**src/rtl/d_transfer_pkg.sv**
```systemverilog
// rtl/d_transfer_pkg.sv - shared types and encodings for the D-format transfer sequencer
package d_transfer_pkg;

  typedef enum logic [1:0] {
    IDLE = 2'd0,
    ADDR = 2'd1,
    MEM  = 2'd2,
    WB   = 2'd3
  } state_t;

  localparam logic [4:0] FSEL_ADD  = 5'b01000;
  localparam logic [1:0] DSEL_ALU  = 2'b00;
  localparam logic [1:0] DSEL_RAM  = 2'b01;
  localparam logic [1:0] PSEL_HOLD = 2'b00;
  localparam logic [1:0] PSEL_INC  = 2'b01;

  localparam logic [1:0] OP2_UNSCALED = 2'b00;
  localparam logic [1:0] OP2_POST     = 2'b01;
  localparam logic [1:0] OP2_BAD      = 2'b10;
  localparam logic [1:0] OP2_PRE      = 2'b11;

  localparam logic [1:0] SIZE_B = 2'b00;
  localparam logic [1:0] SIZE_H = 2'b01;
  localparam logic [1:0] SIZE_W = 2'b10;
  localparam logic [1:0] SIZE_X = 2'b11;

  // Non-register fields of the control word; register addresses are packed in by the top.
  typedef struct packed {
    logic [1:0] psel;
    logic [4:0] fsel;
    logic       regw;
    logic       ramw;
    logic [1:0] dsel;
    logic       bsel;
    logic       pcsel;
    logic       sl;
  } cw_ctrl_t;

  localparam cw_ctrl_t CW_CTRL_NOP = '0;

  function automatic int cw_width(input int reg_bits);
    return 3 * reg_bits + 14;
  endfunction

endpackage

```
**src/rtl/d_transfer_decode.sv**
```systemverilog
// rtl/d_transfer_decode.sv - combinational field extraction, imm9 sign extension and legality check
module d_transfer_decode
  import d_transfer_pkg::*;
#(
  parameter int DATA_WIDTH = 64,
  parameter int REG_BITS   = 5
) (
  input  logic [31:0]           i_instruction,
  output logic [1:0]            o_size,
  output logic                  o_is_load,
  output logic                  o_has_wb,
  output logic                  o_post,
  output logic [REG_BITS-1:0]   o_rn,
  output logic [REG_BITS-1:0]   o_rt,
  output logic [DATA_WIDTH-1:0] o_imm,
  output logic                  o_illegal
);

  logic [8:0] w_imm9;
  logic [1:0] w_op2;
  logic [4:0] w_rn_raw;
  logic [4:0] w_rt_raw;
  logic       w_unused;

  assign w_imm9   = i_instruction[20:12];
  assign w_op2    = i_instruction[11:10];
  assign w_rn_raw = i_instruction[9:5];
  assign w_rt_raw = i_instruction[4:0];
  assign w_unused = ^{i_instruction[29:23], i_instruction[21]};

  assign o_size    = i_instruction[31:30];
  assign o_is_load = i_instruction[22];
  assign o_rn      = REG_BITS'(w_rn_raw);
  assign o_rt      = REG_BITS'(w_rt_raw);
  assign o_imm     = {{(DATA_WIDTH-9){w_imm9[8]}}, w_imm9};
  assign o_post    = (w_op2 == OP2_POST);
  assign o_has_wb  = (w_op2 == OP2_POST) || (w_op2 == OP2_PRE);

  // A writeback load with Rn==Rt would have two results targeting one register.
  assign o_illegal = (w_op2 == OP2_BAD) ||
                     (o_is_load && o_has_wb && (w_rn_raw == w_rt_raw));

endmodule

```
**src/rtl/d_transfer_seq.sv**
```systemverilog
// rtl/d_transfer_seq.sv - ADDR/MEM/WB sequencer emitting one datapath control word per cycle
module d_transfer_seq
  import d_transfer_pkg::*;
#(
  parameter int DATA_WIDTH = 64,
  parameter int REG_BITS   = 5,
  parameter int TIMEOUT    = 15
) (
  input  logic                      clock,
  input  logic                      reset,
  input  logic                      start,
  input  logic [31:0]               instruction,
  input  logic                      mem_ready,
  output logic [3*REG_BITS+13:0]    controlWord,
  output logic [DATA_WIDTH-1:0]     K,
  output logic                      mem_req,
  output logic [1:0]                size,
  output logic                      busy,
  output logic                      done,
  output logic                      err
);

  localparam int                WAIT_W    = $clog2(TIMEOUT + 1);
  localparam logic [WAIT_W-1:0] WAIT_LAST = WAIT_W'(TIMEOUT - 1);

  state_t              r_state;
  state_t              w_state_nxt;
  logic [31:0]         r_instr;
  logic [WAIT_W-1:0]   r_wait;
  logic [WAIT_W-1:0]   w_wait_nxt;
  logic                r_done;
  logic                r_err;
  logic                w_done_nxt;
  logic                w_err_nxt;
  logic                w_accept;

  logic [31:0]           w_dec_instr;
  logic [1:0]            w_size;
  logic                  w_is_load;
  logic                  w_has_wb;
  logic                  w_post;
  logic [REG_BITS-1:0]   w_rn;
  logic [REG_BITS-1:0]   w_rt;
  logic [DATA_WIDTH-1:0] w_imm;
  logic                  w_illegal;

  cw_ctrl_t              w_ctrl;
  logic [REG_BITS-1:0]   w_da;
  logic [REG_BITS-1:0]   w_sa;
  logic [REG_BITS-1:0]   w_sb;
  logic [DATA_WIDTH-1:0] w_k;
  logic                  w_mem_req;

  // In IDLE the decoder looks at the incoming instruction for the legality check;
  // once busy it decodes the latched copy.
  assign w_dec_instr = (r_state == IDLE) ? instruction : r_instr;

  d_transfer_decode #(
    .DATA_WIDTH (DATA_WIDTH),
    .REG_BITS   (REG_BITS)
  ) u_decode (
    .i_instruction (w_dec_instr),
    .o_size        (w_size),
    .o_is_load     (w_is_load),
    .o_has_wb      (w_has_wb),
    .o_post        (w_post),
    .o_rn          (w_rn),
    .o_rt          (w_rt),
    .o_imm         (w_imm),
    .o_illegal     (w_illegal)
  );

  always_ff @(posedge clock) begin
    if (reset) begin
      r_state <= IDLE;
      r_instr <= '0;
      r_wait  <= '0;
      r_done  <= 1'b0;
      r_err   <= 1'b0;
    end else begin
      r_state <= w_state_nxt;
      r_wait  <= w_wait_nxt;
      r_done  <= w_done_nxt;
      r_err   <= w_err_nxt;
      if (w_accept) begin
        r_instr <= instruction;
      end
    end
  end

  always_comb begin
    w_state_nxt = r_state;
    w_wait_nxt  = r_wait;
    w_done_nxt  = 1'b0;
    w_err_nxt   = 1'b0;
    w_accept    = 1'b0;
    w_ctrl      = CW_CTRL_NOP;
    w_da        = '0;
    w_sa        = '0;
    w_sb        = '0;
    w_k         = '0;
    w_mem_req   = 1'b0;

    case (r_state)
      IDLE: begin
        w_wait_nxt = '0;
        if (start) begin
          if (w_illegal) begin
            w_err_nxt = 1'b1;
          end else begin
            w_accept    = 1'b1;
            w_state_nxt = ADDR;
          end
        end
      end

      ADDR: begin
        w_sa        = w_rn;
        w_ctrl.fsel = FSEL_ADD;
        w_ctrl.bsel = 1'b1;
        w_ctrl.dsel = DSEL_ALU;
        w_k         = w_post ? '0 : w_imm;
        w_state_nxt = MEM;
      end

      MEM: begin
        w_sa        = w_rn;
        w_sb        = w_rt;
        w_ctrl.fsel = FSEL_ADD;
        w_ctrl.bsel = 1'b1;
        w_ctrl.dsel = DSEL_ALU;
        w_k         = w_post ? '0 : w_imm;
        w_mem_req   = 1'b1;
        if (mem_ready) begin
          w_wait_nxt = '0;
          if (w_is_load) begin
            w_da        = w_rt;
            w_ctrl.dsel = DSEL_RAM;
            w_ctrl.regw = (w_rt != {REG_BITS{1'b1}});
          end else begin
            w_ctrl.ramw = 1'b1;
          end
          // PC advances in the last active cycle, which is WB when writeback follows.
          if (w_has_wb) begin
            w_state_nxt = WB;
          end else begin
            w_ctrl.psel = PSEL_INC;
            w_state_nxt = IDLE;
            w_done_nxt  = 1'b1;
          end
        end else if (r_wait == WAIT_LAST) begin
          w_wait_nxt  = '0;
          w_err_nxt   = 1'b1;
          w_state_nxt = IDLE;
        end else begin
          w_wait_nxt = r_wait + 1'b1;
        end
      end

      WB: begin
        w_da        = w_rn;
        w_sa        = w_rn;
        w_k         = w_imm;
        w_ctrl.fsel = FSEL_ADD;
        w_ctrl.bsel = 1'b1;
        w_ctrl.dsel = DSEL_ALU;
        w_ctrl.regw = 1'b1;
        w_ctrl.psel = PSEL_INC;
        w_state_nxt = IDLE;
        w_done_nxt  = 1'b1;
      end

      default: begin
        w_state_nxt = IDLE;
      end
    endcase
  end

  assign controlWord = {w_ctrl.psel, w_da, w_sa, w_sb, w_ctrl.fsel, w_ctrl.regw,
                        w_ctrl.ramw, w_ctrl.dsel, w_ctrl.bsel, w_ctrl.pcsel, w_ctrl.sl};
  assign K       = w_k;
  assign mem_req = w_mem_req;
  assign busy    = (r_state != IDLE);
  assign size    = busy ? w_size : SIZE_B;
  assign done    = r_done;
  assign err     = r_err;

endmodule

```
**config.mk**
```make
export PLATFORM = sky130hd
export DESIGN_NAME = d_transfer_seq
export DESIGN_NICKNAME = d
export VERILOG_FILES = /design/src/rtl/d_transfer_pkg.sv /design/src/rtl/d_transfer_decode.sv /design/src/rtl/d_transfer_seq.sv
export SDC_FILE = /design/constraint.sdc
export NUM_CORES = 1
export LEC_CHECK = 0
export CORE_MARGIN = 8
export CORE_UTILIZATION = 34
export CTS_BUF_LIST = sky130_fd_sc_hd__clkbuf_16
export DETAILED_ROUTE_END_ITERATION = 12
export PLACE_DENSITY = 0.76
export SYNTH_ARGS = -nofsm -noshare
export SYNTH_HDL_FRONTEND = slang
export SYNTH_SLANG_ARGS = --single-unit
export TNS_END_PERCENT = 1
```
**constraint.sdc**
```tcl
create_clock -name clock -period 3.39 [get_ports clock]
set_input_delay 0.5085 -clock clock [delete_from_list [all_inputs] [get_ports clock]]
set_output_delay 0.5085 -clock clock [all_outputs]
set_load 0.02 [all_outputs]
```
==> results.toml, run 1 <==
[timing]
drv_slew = 0
finalHoldViolations = 0
fin_setup_tns_ns = 0
finalClockSkew_ns = 0.00305
grt_setup_unrepaired = "false"
max_freq_mhz = 320
setup_viol = 0
period_minus_slack_ns = 3.12
worst_pin_slew_ns = 1.07
fin_ws_ns = 0.268
fin_crit_sh_pct = 92.1
slew_headroom_pct = 28.1

[cts]
clock-sinks = 32
ctsRootBufferMaster = "clkbuf_16"
cts_tree = "done"
clk_pin_slew_ns = 0.05
cts_setup_buffers = 0
cts_buffer_depth = 2
cts_made_buffers = 5
clkLatencyLatePin_ns = 0.27
cts.htree.levels = 2

[critical_path]
worstSetupEndpointType = "primary output"
crit_fanout = 22
r2r_cells = 9
cp-start-kind = "flip-flop"
rrSetupSlack_ns = 0.55
cp_data_arrival_time_ns = 2.61
worstSetupPathType = "reg -> out"
required_ns = 2.88

[synth]
yosysSeqAreaShare_pct = 28.7
synth_top_cell_by_area = "dfxtp_1"
synth_area_leaders = "dfxtp_1, buf_4, mux2i_1"
synthCells = 264
synth_seq_cells = 32
yosysTopAreaCellShare_pct = 28.7
ys_warn_count = 0
synth.distinct_cells = 31
syn-cell-area_um2 = 2230
synth.avg_cell_area_um2 = 8.45

[placed_design]
post-place-ws_ns = 0.264
dpl_cell_area_um2 = 3040
gp_congestion = 0.814
port_buffers = 118
post-dp-hpwl_mm = 4.65

[hold_path]
hold_path_class = "reg -> reg"
hold-path-cell-count = 2

[power_and_ir_drop]
ir_drop_mv = 0.266
power_leakage_nw = 1.25
powerDensity_nw_per_um2 = 456

[die]
initial_core_util_pct = 35.1
core_um2 = 6350
pin_count = 135
rows = 29
fp.dieH_um = 97
die_w_um = 97
die-area_um2 = 9410

[run]
drv_cap = 0

[routing]
drt_iter0_markers = 24
vias_per_cell = 4.50
routed_wirelength_mm = 5.87
drt_pre_antenna_iters = 4
drc = 0
wl_per_cell_um = 14.4
num_vias = 1827
ant_nets = 0

[grt]
grt.overflow.total = 0
grt_pass1_vias = 1837
grt_usage_pct = 12.0
antenna_found_initial = 0
grt_max_degree = 57
grt_pass1_wl_mm = 9.60

[final_layout]
diodes = 0
final_cell_area_um2 = 3180
layout_commonest_cell = "clkdlybuf4s50_1"
mostFrequentLayoutCells = "clkdlybuf4s50_1, nor2_1, dfxtp_1, mux2i_1, nor2b_1"
drive_gt1_share_pct = 4.86
area_growth_pct = 42.6
final_nets = 370

[outcome]
status = "finished, final reports clean"
## report_power, final
part / switching (W) / internal [W] / leakage (nW)
clock network: 0.000157 / 0.000264 / 0.0738
registers: 0.0000207 / 0.000416 / 0.261
logic: 0.000322 / 0.000270 / 0.910
total: 0.000500 / 0.000950 / 1.25
## stage by stage
step           power (W)  instances  utilization (%)  hold slack (ns)
2_1_floorplan   0.000856        271                -            0.451
3_3_place_gp     0.00104        398             47.9            0.465
3_5_place_dp     0.00104        398             47.9            0.476
4_1_cts          0.00147        406             50.0            0.488
5_1_grt          0.00154        406             50.1            0.504
6_report         0.00145        406             50.1            0.478
## sequential cells by signal, indices dropped and copies added (netlist names)
name	flops
r_wait	4
r_instr	24
err	1
r_state	2
done	1
## synth_stat cells, drive strengths merged
cell and number:
nand2b 3, o21ai 7, buf 69, or4 1, inv 8, o22ai 5
nor2 34, dfxtp 32, a31oi 1, nand2 4, clkbuf 5, conb 1
mux2i 30, ha 6, and2 11, a21oi 11, xor2 6, nor2b 15
nand3b 2, nor4 1, a221o 1, or3 2, a211oi 1, nand3 4
mux2 1, o22a 1, a221oi 1, nor3 1
## repair_timing
action	CTS	global route
hold buffers	0	0
endpoints found under the setup margin	0	56
gates resized for setup	0	1
## worst paths after layout
kind / start / to
setup / recovery: r_state[0]$_SDFFE_PP0P_ / controlWord[6]
hold / removal: r_instr[14]$_SDFFE_PP0P_ / r_instr[14]$_SDFFE_PP0P_
setup reg to reg: r_state[0]$_SDFFE_PP0P_ / r_instr[19]$_SDFFE_PP0P_
hold reg to reg: r_instr[14]$_SDFFE_PP0P_ / r_instr[14]$_SDFFE_PP0P_
## metal layers
layer  global-route usage, %  up-vias  wire (um)
li1                        -      929          -
met1                    14.2      800       2580
met2                    18.9       94       2580
met3                    6.19        4        662
met4                    2.84        0         44
met5                       0        -          0
## critical path: stages, from the launching register on
cell and delay (ns):
dfxtp_1 0.31, inv_1 0.13, ha_1 0.19, buf_4 0.28, mux2i_1 0.18, or4_1 0.52, nor2_1 0.09, o21ai_0 0.08
clkdlybuf4s50_1 0.56
## cell type report
cell class | instances | area [um2]
Clock inverter | 3 | 11.3
Sequential cell | 32 | 641
Inverter | 8 | 30.0
Timing Repair Buffer | 124 | 1230
Clock buffer | 5 | 125
Fill cell | 580 | 3170
Tap cell | 77 | 96.3
Multi-Input combinational cell | 157 | 1050
## cell families after synthesis
family | share of synthesized area (%)
and+or+nand+nor | 17.8
muxes | 14.0
buffers and inverters | 25.5
other | 0.168
xor gates and xnor gates | 2.36
DFF | 28.7
adders and majority gates | 3.37
AOI/OAI and AO/OA | 8.13
Power figures use the tool's default switching activity.
==> inputs of run 2 (changes only) <==
--- a/config.mk
+++ b/config.mk
@@ -9,6 +9,7 @@
 export CORE_UTILIZATION = 34
 export CTS_BUF_LIST = sky130_fd_sc_hd__clkbuf_16
 export DETAILED_ROUTE_END_ITERATION = 12
+export HOLD_SLACK_MARGIN = 0.03
 export PLACE_DENSITY = 0.76
 export SYNTH_ARGS = -nofsm -noshare
 export SYNTH_HDL_FRONTEND = slang
==> results of run 2 <==
The final DEF is identical to that of run 1; final timing and power are the same.
==> inputs of run 3 (changes only) <==
--- a/config.mk
+++ b/config.mk
@@ -5,6 +5,7 @@
 export SDC_FILE = /design/constraint.sdc
 export NUM_CORES = 1
 export LEC_CHECK = 0
+export ABC_AREA = 0
 export CORE_MARGIN = 8
 export CORE_UTILIZATION = 34
 export CTS_BUF_LIST = sky130_fd_sc_hd__clkbuf_16
==> results of run 3 <==
The final DEF is identical to that of run 1; final timing and power are the same.
